<file path="src/rtl/riscv_pkg.sv">
// Shared core definitions: NOP encoding, fetch FSM states
// and the IF/ID bundle.
package riscv_pkg;

  localparam logic [31:0] NOP = 32'h0000_0013;

  typedef enum logic [1:0] {
    S_IDLE = 2'd0,
    S_REQ  = 2'd1,
    S_HOLD = 2'd2,
    S_DROP = 2'd3
  } fetch_state_t;

  typedef struct packed {
    logic        valid;
    logic [31:0] pc;
    logic [31:0] instr;
  } if_id_t;

  localparam if_id_t IF_ID_EMPTY = '{
    valid: 1'b0,
    pc:    32'h0,
    instr: NOP
  };

endpackage

</file>
<file path="src/rtl/fetch_unit_if.sv">
// Instruction-memory request/response channel between
// the fetch stage (master) and instruction memory (slave).
interface fetch_unit_if;

  logic        imem_req;
  logic [31:0] imem_addr;
  logic        imem_ack;
  logic [31:0] imem_rdata;

  modport master (
    output imem_req,
    output imem_addr,
    input  imem_ack,
    input  imem_rdata
  );

  modport slave (
    input  imem_req,
    input  imem_addr,
    output imem_ack,
    output imem_rdata
  );

endinterface

</file>
<file path="src/rtl/fetch_unit.sv">
// Instruction fetch stage: PC, single-outstanding imem
// request FSM, stall hold buffer and the IF/ID register.
module fetch_unit
  import riscv_pkg::*;
#(
  parameter logic [31:0] RESET_PC = 32'h0000_0000
) (
  input  logic         clk,
  input  logic         rst,
  input  logic         pcWrite,
  input  logic         IF_ID_Write,
  input  logic         flush,
  input  logic [31:0]  redirect_pc,
  fetch_unit_if.master imem,
  output logic         if_id_valid,
  output logic [31:0]  if_id_pc,
  output logic [31:0]  if_id_instr
);

  fetch_state_t state;
  logic [31:0]  pc;
  logic [31:0]  drop_pc;
  if_id_t       hold;
  if_id_t       if_id;

  logic         stall;
  logic         take;
  logic         adv;
  logic [31:0]  tgt;

  assign stall = ~pcWrite | ~IF_ID_Write;
  assign tgt   = redirect_pc & 32'hFFFF_FFFC;
  assign take  = (state == S_REQ) && imem.imem_ack;
  assign adv   = ~stall & (take | (state == S_HOLD));

  // DROP keeps presenting the abandoned address
  // until its response retires.
  assign imem.imem_req  = (state == S_REQ) ||
                          (state == S_DROP);
  assign imem.imem_addr = (state == S_DROP) ?
                          drop_pc : pc;

  assign if_id_valid = if_id.valid;
  assign if_id_pc    = if_id.pc;
  assign if_id_instr = if_id.instr;

  always_ff @(posedge clk) begin
    if (rst) begin
      state   <= S_IDLE;
      pc      <= RESET_PC;
      drop_pc <= 32'h0;
      hold    <= IF_ID_EMPTY;
      if_id   <= IF_ID_EMPTY;
    end else begin
      unique case (state)
        S_IDLE: state <= S_REQ;
        S_REQ: begin
          if (flush)
            state <= imem.imem_ack ? S_REQ : S_DROP;
          else if (imem.imem_ack && stall)
            state <= S_HOLD;
        end
        S_HOLD: begin
          if (flush || !stall)
            state <= S_REQ;
        end
        S_DROP: begin
          if (imem.imem_ack)
            state <= S_REQ;
        end
      endcase

      if ((state == S_REQ) && flush && !imem.imem_ack)
        drop_pc <= pc;

      if (flush)
        hold <= IF_ID_EMPTY;
      else if (take && stall)
        hold <= '{1'b1, pc, imem.imem_rdata};

      if (flush)
        pc <= tgt;
      else if (adv)
        pc <= pc + 32'd4;

      if (flush) begin
        if_id.valid <= 1'b0;
        if_id.instr <= NOP;
      end else if (!stall) begin
        if (take)
          if_id <= '{1'b1, pc, imem.imem_rdata};
        else if (state == S_HOLD)
          if_id <= hold;
        else begin
          if_id.valid <= 1'b0;
          if_id.instr <= NOP;
        end
      end
    end
  end

endmodule
</file>
<file path="src/flat_wrapper.sv">
// flat-port wrapper written by rule: the top's interface ports become plain ports
module fetch_unit_flat import riscv_pkg::*;
#(
  parameter logic [31:0] RESET_PC = 32'h0000_0000
)
  (clk, rst, pcWrite, IF_ID_Write, flush, redirect_pc, if_id_valid, if_id_pc, if_id_instr, imem_imem_req, imem_imem_addr, imem_imem_ack, imem_imem_rdata);
  fetch_unit_if imem_i ();
  input  logic clk;
  input  logic rst;
  input  logic pcWrite;
  input  logic IF_ID_Write;
  input  logic flush;
  input  logic [31:0] redirect_pc;
  output logic if_id_valid;
  output logic [31:0] if_id_pc;
  output logic [31:0] if_id_instr;
  output wire logic [$bits(imem_i.imem_req)-1:0] imem_imem_req;
  output wire logic [$bits(imem_i.imem_addr)-1:0] imem_imem_addr;
  input wire logic [$bits(imem_i.imem_ack)-1:0] imem_imem_ack;
  input wire logic [$bits(imem_i.imem_rdata)-1:0] imem_imem_rdata;
  assign imem_imem_req = imem_i.imem_req;
  assign imem_imem_addr = imem_i.imem_addr;
  assign imem_i.imem_ack = imem_imem_ack;
  assign imem_i.imem_rdata = imem_imem_rdata;
  fetch_unit #(.RESET_PC(RESET_PC)) u_core (.clk(clk), .rst(rst), .pcWrite(pcWrite), .IF_ID_Write(IF_ID_Write), .flush(flush), .redirect_pc(redirect_pc), .imem(imem_i), .if_id_valid(if_id_valid), .if_id_pc(if_id_pc), .if_id_instr(if_id_instr));
endmodule
</file>
<file path="config.mk">
export PLATFORM = sky130hd
export DESIGN_NAME = fetch_unit_flat
export DESIGN_NICKNAME = d
export VERILOG_FILES = /design/src/rtl/riscv_pkg.sv /design/src/rtl/fetch_unit_if.sv /design/src/rtl/fetch_unit.sv /design/src/flat_wrapper.sv
export SDC_FILE = /design/constraint.sdc
export NUM_CORES = 1
export LEC_CHECK = 0
export BUFFER_PORTS_ARGS = -buffer_cell sky130_fd_sc_hd__buf_2
export CAP_MARGIN = 10
export CORE_AREA = 2 2 137 139
export DETAILED_ROUTE_END_ITERATION = 7
export DIE_AREA = 0 0 139 141
export GPL_TIMING_DRIVEN = 0
export PLACE_DENSITY = 0.76
export SKIP_LAST_GASP = 1
export SLEW_MARGIN = 0
export SYNTH_ARGS = -nofsm -noshare
export SYNTH_HDL_FRONTEND = slang
export SYNTH_SLANG_ARGS = --single-unit
</file>
<file path="constraint.sdc">
create_clock -name clk -period 2.6 [get_ports clk]
set_clock_uncertainty 0.2 [all_clocks]
set_input_delay 0.26 -clock clk [delete_from_list [all_inputs] [get_ports clk]]
set_output_delay 0.26 -clock clk [all_outputs]
set_load 0.02 [all_outputs]
</file>
==> results of run 1 <==
-- synthesized netlist by cell type (2+ instances only) --
cell,count
dlygate4sd1_1,2
or2_2,2
clkbuf_1,85
nand2_1,266
a2111oi_0,3
a2111o_1,2
a311oi_1,45
or3_1,6
inv_1,5
dfxtp_1,188
a31oi_1,2
nor3b_1,2
o21ai_0,11
o221ai_1,3
nor3_1,35
nor2b_1,3
o31ai_1,11
a211oi_1,14
buf_4,7
and3b_1,2
a211o_1,3
nand4_1,5
and2_1,3
or4_1,11
a221oi_1,29
a21oi_1,95
nor4_1,3
buf_1,5
buf_2,10
nand4b_1,2
and4_1,4
xnor2_1,2
nand3_1,21
nor2_1,92
mux2_2,30
xor2_1,5
-- critical path: cells and delay by family (launching register included) --
family / cells / cell delay (ns)
AOI/OAI and AO/OA: 1 / 0.15
buffers and inverters: 3 / 0.96
DFF: 1 / 0.33
and+or+nand+nor: 3 / 0.76
-- stage by stage --
stage	power, mW	setup TNS (ns)	worst slack (ns)	std cells
after global placement	3.85	-1.54	-0.111	1428
after CTS	6.45	0	0.00896	1523
after global routing	6.65	-0.0256	-0.0248	1522
final	6.44	0	0.119	1522
after detailed placement	3.86	-3.13	-0.150	1428
after floorplan	3.57	0	0.483	1034
-- kinds of logic (layout without fill, tap and decap cells) --
family | count (synthesis) | count (layout)
AND/OR/NAND/NOR | 465 | 465
AO/OA/AOI/OAI | 223 | 223
flip-flops | 188 | 188
buffers and inverters | 115 | 369
multiplexers | 31 | 31
XOR/XNOR | 7 | 7
adder cells (fa/ha/maj) | 1 | 1
other | 1 | 4
-- report_power, final --
| group | internal [mW] | switching (mW) |
|---|---|---|
| sequential | 2.97 | 0.0702 |
| combinational | 0.314 | 0.537 |
| clock | 1.38 | 1.18 |
-- state kept, by name, summed over array words and instances, names as in the netlist --
name and cells:
u_core.if_id_pc 30, u_core.state 2, u_core.pc 30, u_core.hold 63, u_core.if_id_valid 1, u_core.drop_pc 30, u_core.if_id_instr 32
-- layer usage --
metal | wire length [µm] | vias to the layer above | global-route usage
met5 | 0 | - | 0
met4 | 804 | 0 | 0.108
met3 | 1940 | 71 | 0.0510
met2 | 12500 | 371 | 0.437
met1 | 10800 | 4013 | 0.330
li1 | - | 4091 | -
-- cell type report --
type	count	area, µm²	share of cell area
multi-input combinational	731	4000	0.380
sequential	188	3760	0.357
timing repair buffer	223	1420	0.135
buffer	108	464	0.0440
clock buffer	20	457	0.0433
tap	234	293	0.0278
clock inverter	12	115	0.0109
inverter	6	22.5	0.00214
-- final timing paths --
check	from	to	slack, ns
setup / recovery	u_core.state[0]$_SDFFE_PP0P_	u_core.hold[15]$_SDFFE_PP0P_	0.12
hold reg to reg	u_core.drop_pc[4]$_SDFFE_PP0P_	u_core.drop_pc[4]$_SDFFE_PP0P_	0.25
hold / removal	redirect_pc[25]	u_core.pc[25]$_SDFFE_PP0P_	0.01
setup reg to reg	u_core.state[0]$_SDFFE_PP0P_	u_core.hold[15]$_SDFFE_PP0P_	0.12
-- repair_timing --
item | CTS | global route
endpoints found under the hold margin | 91 | 0
setup endpoints to repair | 70 | 51
buffers inserted | 3 | 0
gates resized for setup | 4 | 14
pin swaps | 1 | 0
hold buffers | 60 | 0
==> reports/metrics.csv, run 1 <==
metric;value;unit
full die area;19600;µm²
cell mode on critical path;clkbuf_1;
Async SR Flop Fraction;0;
vias in the first global route;8053;
initial antenna violation count;0;
Setup-failing EPs final;0;
Iter 0 DRT Violations;693;
Diodes inserted;0;
top cells by area, synth;dfxtp_1 46%, nand2_1 12%, a21oi_1 5.8%;
first-pass GRT wire length;41.2;mm
synthesized area;8210;µm²
DR vias;8546;
FF+latch count, synth;188;
critical path class;reg -> reg;
period utilization;0.954;
CTS root buffer;clkbuf_16;
Core Region;18300;µm²
Slew HR;0.497;
critical path arrival;2.65;ns
final instance area;10500;µm²
Avg WL per Cell;17.1;µm
register clock-pin slew on the reported worst setup and hold paths;0.07;ns
# DRC;0;
maximum VDD drop;0.000441;V
RSZ-0062 raised after global routing;yes;
pin slew with the least headroom to its limit;0.752;ns
grt ovf;0;
Synth Area in Compound Gates;0.186;
port bufs;160;
Final #Nets;1346;
CTS tree;built;
time the worst path needs with I/O delays and setup;2.48;ns
outcome;complete, no violations;
post-synthesis mux area share;0.0424;
Crit-path slowest cell;nor2_2;
Seq/Total Area, Yosys;0.458;
boundary pin count;168;
largest family of logic cells by synthesized area;simple AND/OR/NAND/NOR gates;
WHS Path Cells;5;
Cells after Synth;1031;
final hold vios;0;
Yosys top cell by area;dfxtp_1;
Clk Latency, worst-skew pair;0.44;ns
drt pass-1 iters;5;
Die X;139;µm
Critical Path End Type;flop;
Rows;50;
largest stage delay on the critical path;0.43;ns
# H-tree levels;4;
most frequent cells in the layout;266 x nand2_1, 188 x dfxtp_1, 170 x buf_2;
area grow syn2layout;28.4;%
height of the die;141;µm
GRT Util Overall;0.260;
Adder-Cell Fraction of Synth Area;0.00152;
largest net degree at the start of global routing;17;
number of synthesized flops with an enable pin;0;
Yosys warning count;0;
simple-gate share of the synthesized area;0.245;
DPL Wire Length;17.8;mm
hold slack;0.0148;ns
Leak;3.95;nW
Worst Path Max Fanout;10;
Syn Area/Cell;7.96;µm²
Sink Count;188;
HP Class;in -> reg;
final core utilization;0.577;
WP data required;2.77;ns
Synth top area share;0.458;
Main synth FF type;dfxtp_1;
routability cong.;0.863;
CP cell instances;buf_2, nand3b_2, clkbuf_1, nor2_2, clkbuf_1, nand2_1, a21oi_1;
starting density of the core;0.449;
R2R depth;7;
Inserted Clock Buffers;17;
Via density;5.61;
post-synthesis xor/xnor area fraction;0.00747;
Netlist cell types;53;
leading cell type in the layout, fill and taps excluded;nand2_1;
fillers;1695;
Startpoint Class;flop;
Fmax;403;MHz
final WL;26.0;mm
max-slew violations;0;
area post-placement;9310;µm²
Pwr per Cell Area;611;nW/µm²
ANT nets after route;0;
share of cells above drive strength 1;0.201;
MaxCap Viol Count;0;
clk buf depth;2;
No activity file was read; power rests on OpenSTA's default activity.
==> run 2: changes to the inputs <==
--- a/config.mk
+++ b/config.mk
@@ -11,7 +11,7 @@
 export DETAILED_ROUTE_END_ITERATION = 7
 export DIE_AREA = 0 0 139 141
 export GPL_TIMING_DRIVEN = 0
-export PLACE_DENSITY = 0.76
+export PLACE_DENSITY = 0.68
 export SKIP_LAST_GASP = 1
 export SLEW_MARGIN = 0
 export SYNTH_ARGS = -nofsm -noshare
==> reports/metrics.csv, run 2 (same netlist as run 1, synthesis figures left out) <==
metric;value;unit;change
critical path arrival;2.67;ns;was 2.65 ns
most frequent cells in the layout;266 x nand2_1, 188 x dfxtp_1, 170 x buf_2;;unchanged
Iter 0 DRT Violations;666;;was 693
critical path class;reg -> reg;;unchanged
HP Class;in -> reg;;unchanged
# H-tree levels;4;;unchanged
RSZ-0062 raised after global routing;yes;;unchanged
initial antenna violation count;0;;unchanged
CP Launch Point;u_core.state[0]$_SDFFE_PP0P_;;unchanged
starting density of the core;0.449;;unchanged
area grow syn2layout;28.8;%;was 28.4%
largest stage delay on the critical path;0.70;ns;was 0.43 ns
max reg flops;63;;unchanged
Inserted Clock Buffers;17;;unchanged
Setup-failing EPs final;0;;unchanged
largest net degree at the start of global routing;17;;unchanged
hold slack;0.0134;ns;was 0.0148 ns
Setup TNS;0;ns;unchanged
CTS tree;built;;unchanged
largest register by flop count;u_core.hold;;unchanged
full die area;19600;µm²;unchanged
height of the die;141;µm;unchanged
time the worst path needs with I/O delays and setup;2.54;ns;was 2.48 ns
outcome;complete, no violations;;unchanged
fillers;1700;;was 1695
pin slew with the least headroom to its limit;0.703;ns;was 0.752 ns
final WL;26.1;mm;was 26.0 mm
Via density;5.55;;was 5.61
# DRC;0;;unchanged
Pwr per Cell Area;634;nW/µm²;was 611 nW/µm²
Startpoint Class;flop;;unchanged
DR vias;8434;;was 8546
CTS root buffer;clkbuf_16;;unchanged
Die X;139;µm;unchanged
Critical Path End Type;flop;;unchanged
period utilization;0.976;;was 0.954
max-slew violations;0;;unchanged
final instance area;10600;µm²;was 10500 µm²
Worst Slack Setup Final;0.0635;ns;was 0.119 ns
Buf/Inv on CP;2;;was 3
register clock-pin slew on the reported worst setup and hold paths;0.07;ns;about the same
Clk Latency, worst-skew pair;0.44;ns;about the same
Core Region;18300;µm²;unchanged
Worst R2R End;u_core.pc[25]$_SDFFE_PP0P_;;was u_core.hold[15]$_SDFFE_PP0P_
maximum VDD drop;0.000543;V;was 0.000441 V
final hold vios;0;;unchanged
MaxCap Viol Count;0;;unchanged
vias in the first global route;7880;;was 8053
routability cong.;0.886;;was 0.863
r2r startpoint;u_core.state[0]$_SDFFE_PP0P_;;unchanged
boundary pin count;168;;unchanged
ANT nets after route;0;;unchanged
cell mode on critical path;a211oi_1;;was clkbuf_1
Sink Count;188;;unchanged
flop-to-flop setup slack;0.06;ns;was 0.12 ns
grt ovf;0;;unchanged
Diodes inserted;0;;unchanged
Final #Nets;1343;;was 1346
DPL Wire Length;17.7;mm;was 17.8 mm
final core utilization;0.579;;was 0.577
first-pass GRT wire length;41.2;mm;about the same
setup slack at placement;-0.0428;ns;was -0.150 ns
Fmax;394;MHz;was 403 MHz
port bufs;160;;unchanged
CP cell instances;buf_2, nand2b_1, clkbuf_1, a211oi_1, nand2_1, a211oi_1;;was buf_2, nand3b_2, clkbuf_1, nor2_2, clkbuf_1, nand2_1, a21oi_1
min-delay src;redirect_pc[29];;was redirect_pc[25]
area post-placement;9310;µm²;unchanged
Rows;50;;unchanged
R2R depth;6;;was 7
WP data required;2.73;ns;was 2.77 ns
share of cells above drive strength 1;0.200;;was 0.201
Leak;3.95;nW;about the same
leading cell type in the layout, fill and taps excluded;nand2_1;;unchanged
hold worst-path end;u_core.pc[29]$_SDFFE_PP0P_;;was u_core.pc[25]$_SDFFE_PP0P_
WHS Path Cells;5;;unchanged
Avg WL per Cell;17.2;µm;was 17.1 µm
Slew HR;0.529;;was 0.497
drt pass-1 iters;5;;unchanged
GRT Util Overall;0.262;;was 0.260
Worst Path Max Fanout;10;;unchanged
Crit-path slowest cell;a211oi_1;;was nor2_2
CP top delay family;compound AO/OA/AOI/OAI gates;;was buffers and inverters
clk buf depth;2;;unchanged
==> run 2: cell count changes in the layout (fill, tap and decap cells not counted), sizes merged <==
cell         previous run  this run
buf                   184       183
bufinv                  1         4
clkbuf                105       104
clkinv                 10         5
clkinvlp                0         1
dlygate4sd3            60        59
inv                     7         8
==> run 2: what timing repair did <==
item | CTS | global route
setup buffers | 0 | 1
endpoints found under the hold margin | 91 | 0
gates resized for setup | 5 | 15
hold buffers | 59 | 0
pin swaps | 0 | 1
setup endpoints to repair | 63 | 86
==> run 2: metrics by stage <==
| step | total power, mW | std cells |
|---|---|---|
| finish | 6.70 | 1519 |
| global route | 6.92 | 1519 |
| CTS | 6.71 | 1519 |
| detailed placement | 3.86 | 1428 |
| global placement | 3.85 | 1428 |
| floorplan | 3.57 | 1034 |
==> run 2: routing by layer <==
layer,up-vias,GRT usage,part of all wire
met5,-,0,0
met4,0,0.0994,0.028
met3,56,0.0656,0.074
met2,321,0.436,0.47
met1,3966,0.331,0.42
li1,4091,-,-
==> run 2: final cells by class <==
cell class / instances / area (µm²) / share of cell area
multi-input cells: 731 / 4000 / 0.378
flip-flops and latches: 188 / 3760 / 0.356
repair buffers: 220 / 1400 / 0.132
plain buffers: 108 / 465 / 0.0440
clock buffers: 20 / 447 / 0.0422
well taps: 234 / 293 / 0.0277
clock inverters: 12 / 185 / 0.0175
inverters: 6 / 22.5 / 0.00213
==> run 2: how the worst max path moves through the flow <==
stage | end | slack [ns] | cells after the start
detailed placement | u_core.if_id_pc[25]$_SDFFE_PP0P_ | -0.04 | 7
floorplan | u_core.pc[19]$_SDFFE_PP0P_ | 0.48 | 6
global placement | u_core.if_id_pc[26]$_SDFFE_PP0P_ | -0.05 | 7
CTS | u_core.if_id_pc[5]$_SDFFE_PP0P_ | -0.05 | 7
finish | u_core.pc[25]$_SDFFE_PP0P_ | 0.06 | 6
global route | u_core.if_id_pc[25]$_SDFFE_PP0P_ | -0.01 | 5
==> run 2: tightest hold or removal path: cells and delay by family <==
family	cells	cell delay, ns
buffers and inverters	1	0.10
and+or+nand+nor	3	0.21
AOI/OAI and AO/OA	1	0.05
==> run 2: power breakdown <==
group | total [mW] | internal (mW) | switching [mW]
registers | 3.03 | 2.97 | 0.0692
logic | 0.850 | 0.312 | 0.538
clock network | 2.82 | 1.65 | 1.17
total | 6.70 | 4.93 | 1.77
